===== config.mk =====
export PLATFORM = sky130hd
export DESIGN_NAME = sprite_motion_ctrl
export DESIGN_NICKNAME = d
export VERILOG_FILES = /design/src/rtl/sprite_pkg.sv /design/src/rtl/sprite_motion_ctrl_axis_step.sv /design/src/rtl/sprite_motion_ctrl.sv
export SDC_FILE = /design/constraint.sdc
export NUM_CORES = 1
export LEC_CHECK = 0
export CAP_MARGIN = 25
export CELL_PAD_IN_SITES_DETAIL_PLACEMENT = 1
export CELL_PAD_IN_SITES_GLOBAL_PLACEMENT = 2
export CORE_ASPECT_RATIO = 0.7
export CORE_MARGIN = 4
export CORE_UTILIZATION = 43
export DETAILED_ROUTE_END_ITERATION = 12
export HOLD_SLACK_MARGIN = 0.05
export PLACE_DENSITY = 0.82
export SETUP_SLACK_MARGIN = 0.4
export SYNTH_ARGS = -nofsm -noshare
export SYNTH_HDL_FRONTEND = slang
export SYNTH_HIERARCHICAL = 1
export SYNTH_SLANG_ARGS = --single-unit

===== constraint.sdc =====
create_clock -name clock_162 -period 8 [get_ports clock_162]
set_input_delay 2 -clock clock_162 [delete_from_list [all_inputs] [get_ports clock_162]]
set_output_delay 2 -clock clock_162 [all_outputs]
set_load 0.05 [all_outputs]

===== src/rtl/sprite_pkg.sv =====
// Shared types, widths and reset tables for the sprite motion controller.
package sprite_pkg;
  localparam int N_SPRITES_DEFAULT = 4;
  localparam int H_ACTIVE_DEFAULT  = 1600;
  localparam int V_ACTIVE_DEFAULT  = 1200;
  localparam int ROW_W  = 11;
  localparam int COL_W  = 12;
  localparam int VEL_W  = 5;
  localparam int CALC_W = 13;
  localparam int N_RST  = 4;

  typedef enum logic [1:0] {IDLE, CALC, COMMIT, DONE} state_e;

  // Sprites beyond the fourth reuse the table cyclically.
  localparam logic [ROW_W-1:0] RST_ROW [N_RST] = '{11'd300, 11'd500, 11'd900, 11'd1000};
  localparam logic [COL_W-1:0] RST_COL [N_RST] = '{12'd300, 12'd600, 12'd1000, 12'd1300};
  localparam logic signed [VEL_W-1:0] RST_VX [N_RST] = '{5'sd3, -5'sd5, 5'sd7, -5'sd2};
  localparam logic signed [VEL_W-1:0] RST_VY [N_RST] = '{5'sd2, 5'sd4, -5'sd6, -5'sd3};
endpackage


===== src/rtl/sprite_motion_ctrl_axis_step.sv =====
// One-axis motion step: advance position by velocity, clamp to [lo, hi] and
// reflect the velocity when a wall is hit.
module axis_step
  import sprite_pkg::*;
#(
  parameter int POS_W = COL_W
) (
  input  logic [POS_W-1:0]         pos,
  input  logic signed [VEL_W-1:0]  vel,
  input  logic signed [CALC_W-1:0] lo,
  input  logic signed [CALC_W-1:0] hi,
  output logic [POS_W-1:0]         pos_out,
  output logic signed [VEL_W-1:0]  vel_out
);
  // The most negative velocity has no positive twin; pin it to the max.
  function automatic logic signed [VEL_W-1:0] neg_sat(input logic signed [VEL_W-1:0] v);
    if (v == {1'b1, {(VEL_W-1){1'b0}}}) return {1'b0, {(VEL_W-1){1'b1}}};
    return -v;
  endfunction

  logic signed [CALC_W-1:0] pos_s;
  logic signed [CALC_W-1:0] vel_s;
  logic signed [CALC_W-1:0] nxt;
  logic signed [CALC_W-1:0] clamped;

  always_comb begin
    pos_s   = $signed({{(CALC_W-POS_W){1'b0}}, pos});
    vel_s   = $signed({{(CALC_W-VEL_W){vel[VEL_W-1]}}, vel});
    nxt     = pos_s + vel_s;
    clamped = nxt;
    vel_out = vel;
    if (nxt < lo) begin
      clamped = lo;
      vel_out = neg_sat(vel);
    end else if (nxt > hi) begin
      clamped = hi;
      vel_out = neg_sat(vel);
    end
    pos_out = POS_W'(clamped);
  end
endmodule


===== src/rtl/sprite_motion_ctrl.sv =====
// Per-frame sprite position sequencer: one CALC/COMMIT pair per sprite.
// Optional build macro GRAVITY_EN adds +1 to vy on every commit.
module sprite_motion_ctrl
  import sprite_pkg::*;
#(
  parameter int N_SPRITES = N_SPRITES_DEFAULT,
  parameter int H_ACTIVE  = H_ACTIVE_DEFAULT,
  parameter int V_ACTIVE  = V_ACTIVE_DEFAULT
) (
  input  logic                                 clock_162,
  input  logic                                 rst,
  input  logic                                 frame_start,
  input  logic                                 run,
  input  logic [5:0]                           radius,
  output logic [N_SPRITES-1:0][ROW_W-1:0]      sprite_row,
  output logic [N_SPRITES-1:0][COL_W-1:0]      sprite_col,
  output logic                                 busy,
  output logic                                 update_done
);
  localparam int IDX_W = (N_SPRITES > 1) ? $clog2(N_SPRITES) : 1;
  localparam logic [IDX_W-1:0] LAST_IDX = IDX_W'(N_SPRITES - 1);
  localparam logic signed [CALC_W-1:0] COL_MAX = CALC_W'(H_ACTIVE - 1);
  localparam logic signed [CALC_W-1:0] ROW_MAX = CALC_W'(V_ACTIVE - 1);

  state_e state_q, state_d;
  logic [IDX_W-1:0] idx_q, idx_d;
  logic [5:0]       radius_q, radius_d;
  logic [N_SPRITES-1:0][ROW_W-1:0] row_q, row_d;
  logic [N_SPRITES-1:0][COL_W-1:0] col_q, col_d;
  logic [N_SPRITES-1:0][VEL_W-1:0] vx_q, vx_d, vy_q, vy_d;
  logic [COL_W-1:0]        ncol_q, ncol_d, col_step;
  logic [ROW_W-1:0]        nrow_q, nrow_d, row_step;
  logic signed [VEL_W-1:0] nvx_q, nvx_d, vx_step;
  logic signed [VEL_W-1:0] nvy_q, nvy_d, vy_step, vy_wr;
  logic signed [CALC_W-1:0] lo_b, col_hi, row_hi;
  logic start;

  assign start = frame_start & run;

`ifdef GRAVITY_EN
  function automatic logic signed [VEL_W-1:0] vel_inc_sat(input logic signed [VEL_W-1:0] v);
    if (v == {1'b0, {(VEL_W-1){1'b1}}}) return v;
    return v + {{(VEL_W-1){1'b0}}, 1'b1};
  endfunction
  assign vy_wr = vel_inc_sat(nvy_q);
`else
  assign vy_wr = nvy_q;
`endif

  always_comb begin
    lo_b   = $signed({{(CALC_W-6){1'b0}}, radius_q});
    col_hi = COL_MAX - lo_b;
    row_hi = ROW_MAX - lo_b;
  end

  axis_step #(.POS_W(COL_W)) u_col_step (
    .pos(col_q[idx_q]), .vel($signed(vx_q[idx_q])), .lo(lo_b), .hi(col_hi),
    .pos_out(col_step), .vel_out(vx_step)
  );

  axis_step #(.POS_W(ROW_W)) u_row_step (
    .pos(row_q[idx_q]), .vel($signed(vy_q[idx_q])), .lo(lo_b), .hi(row_hi),
    .pos_out(row_step), .vel_out(vy_step)
  );

  always_ff @(posedge clock_162 or posedge rst) begin
    if (rst) state_q <= IDLE;
    else     state_q <= state_d;
  end

  always_comb begin
    state_d = state_q;
    case (state_q)
      IDLE:    if (start) state_d = CALC;
      CALC:    state_d = COMMIT;
      COMMIT:  state_d = (idx_q == LAST_IDX) ? DONE : CALC;
      default: state_d = IDLE;
    endcase
  end

  always_comb begin
    busy        = (state_q != IDLE);
    update_done = (state_q == DONE);
  end

  always_comb begin
    idx_d    = idx_q;
    radius_d = radius_q;
    row_d    = row_q;
    col_d    = col_q;
    vx_d     = vx_q;
    vy_d     = vy_q;
    ncol_d   = ncol_q;
    nrow_d   = nrow_q;
    nvx_d    = nvx_q;
    nvy_d    = nvy_q;
    case (state_q)
      IDLE: if (start) begin
        idx_d    = '0;
        radius_d = radius;
      end
      CALC: begin
        ncol_d = col_step;
        nrow_d = row_step;
        nvx_d  = vx_step;
        nvy_d  = vy_step;
      end
      COMMIT: begin
        col_d[idx_q] = ncol_q;
        row_d[idx_q] = nrow_q;
        vx_d[idx_q]  = nvx_q;
        vy_d[idx_q]  = vy_wr;
        if (idx_q != LAST_IDX) idx_d = idx_q + 1'b1;
      end
      default: ;
    endcase
  end

  always_ff @(posedge clock_162 or posedge rst) begin
    if (rst) begin
      idx_q    <= '0;
      radius_q <= '0;
      for (int i = 0; i < N_SPRITES; i++) begin
        row_q[i] <= RST_ROW[i % N_RST];
        col_q[i] <= RST_COL[i % N_RST];
        vx_q[i]  <= RST_VX[i % N_RST];
        vy_q[i]  <= RST_VY[i % N_RST];
      end
    end else begin
      idx_q    <= idx_d;
      radius_q <= radius_d;
      row_q    <= row_d;
      col_q    <= col_d;
      vx_q     <= vx_d;
      vy_q     <= vy_d;
    end
  end

  // CALC -> COMMIT staging of the stepped values; consumed only in COMMIT.
  always_ff @(posedge clock_162) begin
    ncol_q <= ncol_d;
    nrow_q <= nrow_d;
    nvx_q  <= nvx_d;
    nvy_q  <= nvy_d;
  end

  assign sprite_row = row_q;
  assign sprite_col = col_q;
endmodule


### Word level (Yosys, flattened, before mapping)

Cells that the tools add are included.

* bits in registers: 175
* input bits: 10
* output and inout port bits: 94
* logic and storage cells: 100

* add/subtract/negate cells: 7
* order comparisons: 6
* eq/ne operators: 9
* mux-type cells: 46
* bitwise operators: 1
* reduce and logical (&&, ||, !) cells: 6

Operators with widths (number)
* $mux W5: 13
* $bwmux W48: 1
* $bwmux W44: 1
* $bwmux W20: 2
* $mux W12: 3
* $mux W11: 3
* $gt A13 B12 Y1: 2
* $lt A13 B7 Y1: 2
* $bmux W12 S2: 1
* $demux W12 S2: 1
* $sub A11 B6 Y12 const A: 2
* $bmux W11 S2: 1
* $demux W11 S2: 1
* $bmux W5 S2: 2
* $add A12 B5 Y13: 1
* $add A13 B5 Y13: 1
* $mux W6: 2
* $demux W5 S2: 1
* $eq A5 B5 Y1 const B: 2
* $neg A5 Y5: 2
* $mux W1: 8
* $mux W2: 4
* $eq A2 B2 Y1 const B: 3
* $ne A2 B2 Y1 const B: 3
* 12 further kinds: 13

### Longest topological paths before layout

* depth after elaboration: 9
* mapped depth: 22

### By module

The synthesis kept the hierarchy.

Modules (own cells, without submodules)
* sprite_motion_ctrl: instances 1, cells an instance 405, area an instance 7455.9 µm², seq. area each 4619.4 µm²
* axis_step (u_row_step): instances 1, cells an instance 238, area an instance 1716.6 µm², seq. area each 0.0 µm²
* axis_step (u_col_step): instances 1, cells an instance 218, area an instance 1520.2 µm², seq. area each 0.0 µm²

### Worst setup path after synthesis

Ideal clock, no wire load.

* kind: register to register
* from: register idx_q[0]
* to: register nvy_q[4] (data pin)
* setup time: 0.260 ns
* arrival time: 4.694 ns
* required time: 7.740 ns
* slack: 3.046 ns
* cell stages (with the launch flop): 17
* buffers on the path: 2
* cells stage by stage: dfrtp_1 > buf_2 > buf_2 > mux4_2 > ha_1 > or4_1 > o21ai_1 > a211oi_1 > o21ai_0 > a21oi_1 > nand3b_1 > ha_1 > nand4_2 > o41a_1 > o41a_4 > nor3_4 > mux2_4

* cells in the longest elaborated chain, start to end: 9
* elaborated cells between the ends (all ways): 17
* classes of those cells: 2 x add/sub; 2 x order compare; 1 x eq/ne; 12 x mux

RTL lines
* from (decl): RTL line sprite_motion_ctrl.sv:26 `logic [IDX_W-1:0] idx_q, idx_d;`
* from (signal assigned): RTL line sprite_motion_ctrl.sv:130 `idx_q <= idx_d;`
* branches (longest 8 deep; another with $add A12 B5 Y13)
* $mux W5 (*): RTL line sprite_motion_ctrl_axis_step.sv:32 `if (nxt < lo) begin`
* named net vy_step[4]: RTL line sprite_motion_ctrl.sv:34 `logic signed [VEL_W-1:0] nvy_q, nvy_d, vy_step, vy_wr;`
* to (signal assigned): RTL line sprite_motion_ctrl.sv:144 `nvy_q <= nvy_d;`
* to (decl): RTL line sprite_motion_ctrl.sv:34

Mark *: on every way through the listed nets, which the timed path passes. The select of a mux whose other input is x is not followed.
A chain may end at the register's enable or synchronous reset.

### Worst setup path in the final report

Same ends and word-level chain as after synthesis.

==> flow_metrics.py <==
metrics = {
    "timing": {
        "fin_setup_tns_ps": 0,
        "finalHoldViolCount": 0,
        "fmax_ghz": 0.163,
        "period_needed_ps": 6140,
        "finalClockSkew_ps": 12.7,
        "slew_headroom": 0.334,
        "worstMarginPinSlew_ps": 1000,
        "setup_viol": 0,
        "rsz0062_at_grt": "no",
        "period_share": 0.768,
        "finalMaxSlewViolations": 0,
    },
    "synth": {
        "async_reset_ff_frac": 0.811,
        "syn_area_per_cell_um2": 12.4,
        "yosys.area.top_type_share": 0.192,
        "synth-seq-area-share": 0.432,
        "ys_top_cells_by_area": "dfrtp_1, dfstp_2, ha_1",
        "synth_edf_count": 33,
        "synth_most_common_cell": "mux2_1",
        "synthTopCellsByCount": "mux2_1, dfrtp_1, ha_1",
        "netlist_instances": 861,
        "synth_cell_type_count": 76,
        "ys_seq_elements": 175,
        "synthFlopType": "dfrtp_1",
        "syn_area_um2": 10700,
        "yosysTopAreaCell": "dfrtp_1",
        "yosysWarnings": 6,
    },
    "grt": {
        "grt_use_total": 0.231,
        "gr-total-overflow": 0,
        "grt_pass1_wl_um": 48700,
        "antenna_found_initial": 0,
        "grt_pass1_vias": 7840,
        "grt_start_max_net_pins": 84,
    },
    "routing": {
        "wl_per_cell_um": 23.4,
        "viasPerCell": 5.60,
        "wl_um": 31000,
        "first_pass_iters": 5,
        "dr.first_iter.drc_count": 429,
        "drcViolationCount": 0,
        "postRouteAntennaNets": 0,
        "dr_total_vias": 7442,
    },
    "worst_setup_path": {
        "crit_required_ps": 8190,
        "reg2reg_from": "idx_q[0]",
        "end_kind": "flip-flop",
        "worstSetupStartpoint": "idx_q[0]",
        "critPathMaxFanout": 27,
        "crit_arrival_ps": 6330,
        "critPathKind": "reg -> reg",
        "critPathLaunchType": "flip-flop",
    },
    "place": {
        "port_buffers": 103,
        "gp_congestion": 0.816,
        "placed_cells": 1297,
        "dp_hpwl_um": 22200,
    },
    "clock_network": {
        "cts_hold_buf": 0,
        "cts-root-buf": "clkbuf_16",
        "clk_path_buf_depth": 2,
        "clk_latency_ps": 440,
        "h-tree-depth": 4,
        "cts_resized": 0,
        "cts.sinks": 175,
        "cts_buffers": 17,
        "cts.clk_slew.worst_paths_ps": 80,
        "cts_setup_buffers": 0,
        "cts_tree": "built",
    },
    "run": {
        "drv_cap": 0,
    },
    "outcome": {
        "status": "completed",
    },
    "worst_hold_path": {
        "hold_class": "reg -> reg",
        "hold_start": "vx_q[14]",
    },
    "floorplan": {
        "die_y_um": 140,
        "die_w_um": 196,
        "core_um2": 24100,
        "start_util": 0.445,
        "core.rowCount": 47,
        "io_pins": 104,
        "die-area_um2": 27500,
    },
    "cells_and_area": {
        "layout-drive-gt1-share": 0.206,
        "fin_nets": 1091,
        "diodes": 0,
        "syn2layout_area_growth_pct": 19.1,
        "fin_cells": 1329,
    },
}
[stage by stage]
stage,util,area (um2),setup WS [ps],hold slack (ps)
detailed placement,0.504,12100,1840,480
finish,0.530,12700,1860,500
floorplan,-,10800,2290,459
global placement,0.503,12100,1950,471
CTS,0.530,12700,1800,497
global route,0.530,12700,1430,524
[layer usage]
| metal | wire [um] | vias to the layer above | track usage | share of wire |
|---|---|---|---|---|
| met5 | 0 | - | 0 | 0 |
| met2 | 12900 | 136 | 0.320 | 0.42 |
| met4 | 229 | 0 | 0.0444 | 0.0074 |
| met1 | 16400 | 3878 | 0.369 | 0.53 |
| met3 | 1510 | 15 | 0.0535 | 0.049 |
| li1 | - | 3413 | - | - |
[layout by cell type, fill, tap and decap left out, drive strengths merged, types with 34 or more instances in the layout]
master / netlist / routed
conb: 2 / 41
mux2: 140 / 140
nand3: 35 / 35
dfstp: 60 / 60
a21oi: 34 / 34
ha: 81 / 81
inv: 79 / 86
clkdlybuf4s50: 0 / 103
dfrtp: 82 / 82
[state kept, by name, indices dropped and copies added, names as in the netlist]
name,cells
vy_q,20
radius_q,6
sprite_col,48
nrow_q,11
nvx_q,5
state_q,2
nvy_q,5
sprite_row,44
idx_q,2
vx_q,20
ncol_q,12
[area by class of cell]
class	count	area, um2
sequential	175	4620
tap	318	398
inverter	79	302
fill	2451	11300
clock inverter	11	138
timing repair buffer	111	1100
clock buffer	21	482
multi-input combinational	614	5700
[path summary, 6_finish.rpt]
check                      depth (start not counted)             end  slack [ps]
min in group asynchronous                          2        idx_q[0]        2060
min reg2reg                                        1        vx_q[14]         500
max reg2reg                                       15        nvy_q[4]        1860
max                                               15        nvy_q[4]        1860
min                                                1        vx_q[14]         500
max in group asynchronous                          3  sprite_row[27]        4590
[cell families after synthesis]
family / after synthesis / synth area share
fa+ha+maj: 83 / 0.0985
xor+xnor: 16 / 0.0131
simple gates: 146 / 0.0747
mux: 179 / 0.233
other cells: 2 / 0.000702
flops: 175 / 0.432
buf+inv: 111 / 0.0501
compound gates: 149 / 0.0975
[critical path, cell delays in order (launching register included)]
cell and delay (ps):
dfrtp_2 990, buf_4 410, mux4_2 750, ha_1 410, or4_1 520, o21ai_1 180, a211oi_1 90, o21ai_0 250
a21oi_1 110, nand3b_1 190, ha_1 390, nand4_2 160, o41a_1 490, o41a_4 180, nor3_4 380, mux2_4 330
Power is not shown: default switching activity piles up to over one toggle a cycle in this logic, so the estimate is an artifact.
